### src/rtl/swap_ctrl_pkg.sv
// Shared definitions for the SWP sequencer: state encoding, swap-data select
// codes and the acceptance rule used by the FSM.
package swap_ctrl_pkg;

    typedef enum logic [2:0] {
        ST_IDLE = 3'd0,
        ST_READ = 3'd1,
        ST_WR_A = 3'd2,
        ST_WR_B = 3'd3,
        ST_DONE = 3'd4
    } state_e;

    // Swap-data output mux codes, also used by the register-file write mux
    localparam logic SEL_RS = 1'b0;
    localparam logic SEL_RT = 1'b1;

    // A new swap may start only from IDLE or DONE, and never while frozen
    function automatic logic can_accept(input state_e st, input logic req, input logic frz);
        return ((st == ST_IDLE) || (st == ST_DONE)) && req && !frz;
    endfunction

endpackage

### src/rtl/swap_ctrl.sv
// SWP instruction sequencer: captures operands, drives register-file reads,
// pulses the swap-data latch, then issues the two crossed writes.
module swap_ctrl
    import swap_ctrl_pkg::*;
#(
    parameter int unsigned ADDR_W = 4,
    parameter int unsigned CNT_W  = 16
) (
    input  logic              clk,
    input  logic              rst,
    input  logic              swap_req,
    input  logic [ADDR_W-1:0] rs_addr,
    input  logic [ADDR_W-1:0] rt_addr,
    input  logic              hold,
    output logic [ADDR_W-1:0] rd_addr_a,
    output logic [ADDR_W-1:0] rd_addr_b,
    output logic              swap_en,
    output logic              sel,
    output logic              rf_we,
    output logic [ADDR_W-1:0] wr_addr,
    output logic              busy,
    output logic              done,
    output logic [CNT_W-1:0]  swap_cnt
);

    state_e            state_q, state_d;
    logic [ADDR_W-1:0] rs_q, rs_d;
    logic [ADDR_W-1:0] rt_q, rt_d;
    logic [CNT_W-1:0]  cnt_q, cnt_d;

    // State, operand and counter registers
    always_ff @(posedge clk or posedge rst) begin
        if (rst) begin
            state_q <= ST_IDLE;
            rs_q    <= '0;
            rt_q    <= '0;
            cnt_q   <= '0;
        end else begin
            state_q <= state_d;
            rs_q    <= rs_d;
            rt_q    <= rt_d;
            cnt_q   <= cnt_d;
        end
    end

    // Next-state, operand capture and retire counting; hold freezes everything
    always_comb begin
        state_d = state_q;
        rs_d    = rs_q;
        rt_d    = rt_q;
        cnt_d   = cnt_q;
        if (!hold) begin
            unique case (state_q)
                ST_IDLE, ST_DONE: begin
                    state_d = ST_IDLE;
                    if (can_accept(state_q, swap_req, hold)) begin
                        state_d = ST_READ;
                        rs_d    = rs_addr;
                        rt_d    = rt_addr;
                    end
                end
                ST_READ: state_d = (rs_q == rt_q) ? ST_DONE : ST_WR_A;
                ST_WR_A: state_d = ST_WR_B;
                ST_WR_B: state_d = ST_DONE;
                default: state_d = ST_IDLE;
            endcase
        end
        if ((state_d == ST_DONE) && (state_q != ST_DONE)) begin
            cnt_d = cnt_q + CNT_W'(1);
        end
    end

    // Moore output decode from registered state and captured operands
    always_comb begin
        swap_en = 1'b0;
        sel     = SEL_RS;
        rf_we   = 1'b0;
        wr_addr = '0;
        done    = 1'b0;
        unique case (state_q)
            ST_READ: swap_en = 1'b1;
            ST_WR_A: begin
                sel     = SEL_RT;
                rf_we   = 1'b1;
                wr_addr = rs_q;
            end
            ST_WR_B: begin
                sel     = SEL_RS;
                rf_we   = 1'b1;
                wr_addr = rt_q;
            end
            ST_DONE: done = 1'b1;
            default: ;
        endcase
    end

    assign rd_addr_a = rs_q;
    assign rd_addr_b = rt_q;
    assign busy      = (state_q != ST_IDLE);
    assign swap_cnt  = cnt_q;

endmodule

### config.mk
export PLATFORM = sky130hd
export DESIGN_NAME = swap_ctrl
export DESIGN_NICKNAME = d
export VERILOG_FILES = /design/src/rtl/swap_ctrl_pkg.sv /design/src/rtl/swap_ctrl.sv
export SDC_FILE = /design/constraint.sdc
export NUM_CORES = 1
export LEC_CHECK = 0
export ABC_CLOCK_PERIOD_IN_PS = 3100
export CORE_ASPECT_RATIO = 1.1
export CORE_MARGIN = 8
export CORE_UTILIZATION = 49
export CTS_CLUSTER_SIZE = 16
export DETAILED_ROUTE_END_ITERATION = 10
export HOLD_SLACK_MARGIN = 0.03
export PLACE_DENSITY_LB_ADDON = 0.25
export SLEW_MARGIN = 20
export SYNTH_ARGS = -nofsm -noshare
export SYNTH_HDL_FRONTEND = slang
export SYNTH_SLANG_ARGS = --single-unit
### constraint.sdc
create_clock -name clk -period 3.1 [get_ports clk]
set_input_delay 0.62 -clock clk [delete_from_list [all_inputs] [get_ports clk]]
set_output_delay 0.62 -clock clk [all_outputs]
set_load 0.02 [all_outputs]
==> metrics <==
Avg Cell Area, Syn 11.6 um^2; Min-Delay Path Class register to register; largest net degree at the start of global routing 28; post-synth top area cell dfrtp_1; Post-CTS Resized 0; initial core utilization 50.9%; Rows 20; GRT overflow 0; CTS tree built; Critical Path RT 2.48 ns; WL met1 1310 um; Die ar. 0.00479 mm^2; share of the synthesized area in the top cell type 48.7%; Cells after Synth 120; post-DR vias/cell 5.45; Post-Place Worst Slack 0.744 ns; Rel. slew slack 62.6%; routability cong. 0.809; drt initial violations 48; IO buf count 44; clk_lat worst skew 0.31 ns; leakage power 0.787 nW; RSZ-0062 raised after global routing false; Core ar. 0.00273 mm^2; final std cells w/o fill 198; Arr. time, crit path 1.93 ns; Die Y 71.8 um; CTS max path bufs 2; final period utilization 82.2%; DR pass1 iterations 4; post-synthesis sequential area ratio 48.7%; Antenna Nets Post-Route 0; share of post-route cells with drive strength above 1 11.5%; clock net sink count 27; area delta synth->final 35.7%; dpl hpwl 2500 um; global-route wire length before repair 5380 um; Reg area 676 um^2; ranking of synthesized cells by area dfrtp_1 49%, xnor2_1 8.8%, mux2_2 6.5%; synth warn 0; max_cap viols 0; Startpoint Class register; top-level I/O count 45; worst-path maximum fanout 15; Post-Syn Area 0.00139 mm^2; vias in the first global route 1,090; syn_nets 133; Clock Tree Root clkbuf_4; hold_buf cts 0; Fin. Hold Viols 0; Post-CTS Setup Bufs 0; Die Wd 66.7 um; Setup TNS 0 ns; TritonCTS Buffers 3; metal3 WL 256 um; initial antenna violation count 0; met2 wire length 1740 um; Cells after DPL 194; top routing layer used met4; final WL 3320 um; WS Path Type register to primary output; outcome complete, no violations; GR Util All Layers 13.9%; clk_skew 0.00258 ns; DRC violations left 0; unique cell type count in the Yosys netlist 33; Pins Over Slew Limit 0; FF+latch count, synth 27; fillers 214; Avg WL per Cell 16.8 um; Reg clk slew, reported paths 0.14 ns; Worst-Margin Slew 0.561 ns; final setup fails 0; Peak VDD IR 705 uV; Post-layout nets 179; Final Critical Period 2.55 ns; antenna cells 0; Max Clk Rate 0.392 GHz; area of the multi-input gates 672 um^2; pwr dens 900 mW/mm^2; Worst Setup End Kind primary output; via count 1,080; PnR worst setup slack 0.550 ns; H-tree depth 1
## cell families (layout without fill, tap and decap cells)
family                     Yosys count  after routing  synth area share (%)
and+or+nand+nor                     45             45                  20.2
DFF                                 27             27                  48.7
xor gates and xnor gates            19             19                  12.0
muxes                               13             13                  10.2
buffers and inverters                8             53                  2.89
AOI/OAI and AO/OA                    7              7                  5.14
adders and majority gates            1              1                 0.902
## stage by stage
step           utilization [%]  cell area, um^2  hold WS, ns  total power, mW
2_1_floorplan                -             1390        0.532             1.16
3_3_place_gp              68.0             1860        0.470             1.52
3_5_place_dp              68.0             1860        0.463             1.56
4_1_cts                   69.0             1880        0.484             1.71
5_1_grt                   69.0             1880        0.525             1.79
6_report                  69.0             1880        0.481             1.69
## power breakdown
part / switching [mW] / internal (mW)
clock network: 0.0996 / 0.0482
registers: 0.153 / 0.449
logic: 0.484 / 0.459
## critical path: stages (launching register included)
cell and delay (ns):
dfrtp_1 0.72, mux2i_1 0.14, nor2_1 0.12, clkdlybuf4s50_1 0.62
## registers in the layout (all words and copies together) (netlist names)
name	count
rd_addr_a	4
rd_addr_b	4
state_q	3
swap_cnt	16
## routing by layer
metal	track usage, %	up-vias
li1	-	516
met1	16.0	530
met2	24.8	32
met3	3.28	2
met4	3.56	0
met5	0	-
## cells in the final DEF, fill, tap and decap left out, drive strengths merged, types with 2 or more instances in the layout
cell and n:
a21o 2, and2 4, and3 3, buf 2
clkbuf 3, clkdlybuf4s50 44, dfrtp 27, inv 3
mux2 9, mux2i 4, nand2 6, nand3 8
nand4 7, nor2 6, nor3b 4, nor4 2
o41ai 2, xnor2 14, xor2 5
## final timing paths
kind | startpoint | to | slack (ns) | cells after the start
max in group asynchronous | rst | swap_cnt[1]$_DFFE_PP0P_ | 2.21 | 3
hold reg to reg | swap_cnt[15]$_DFFE_PP0P_ | swap_cnt[15]$_DFFE_PP0P_ | 0.48 | 1
setup reg to reg | state_q[0]$_DFF_PP0_ | swap_cnt[13]$_DFFE_PP0P_ | 1.23 | 4
setup / recovery | state_q[0]$_DFF_PP0_ | wr_addr[1] | 0.55 | 3
hold / removal | swap_cnt[15]$_DFFE_PP0P_ | swap_cnt[15]$_DFFE_PP0P_ | 0.48 | 1
min in group asynchronous | rst | swap_cnt[8]$_DFFE_PP0P_ | 0.64 | 3
## cell usage after synthesis (all sizes together)
cell,number
dfrtp,27
xnor2,14
mux2,9
nand3,8
nand4,7
nand2,6
nor2,6
xor2,5
and2,4
mux2i,4
nor3b,4
and3,3
buf,3
inv,3
a21o,2
clkbuf,2
nor4,2
o41ai,2
a211oi,1
ha,1
nand2b,1
nor3,1
nor4b,1
o21a,1
o21ai,1
or3,1
or3b,1
## cell type report
type	instances	share of cell area (%)
multi-input combinational	85	35.7
sequential	27	35.9
tap	33	2.19
clock inverter	1	0.266
inverter	3	0.598
timing repair buffer	46	24.2
clock buffer	3	1.20
Note: power is estimated with default switching activity, not from simulation.
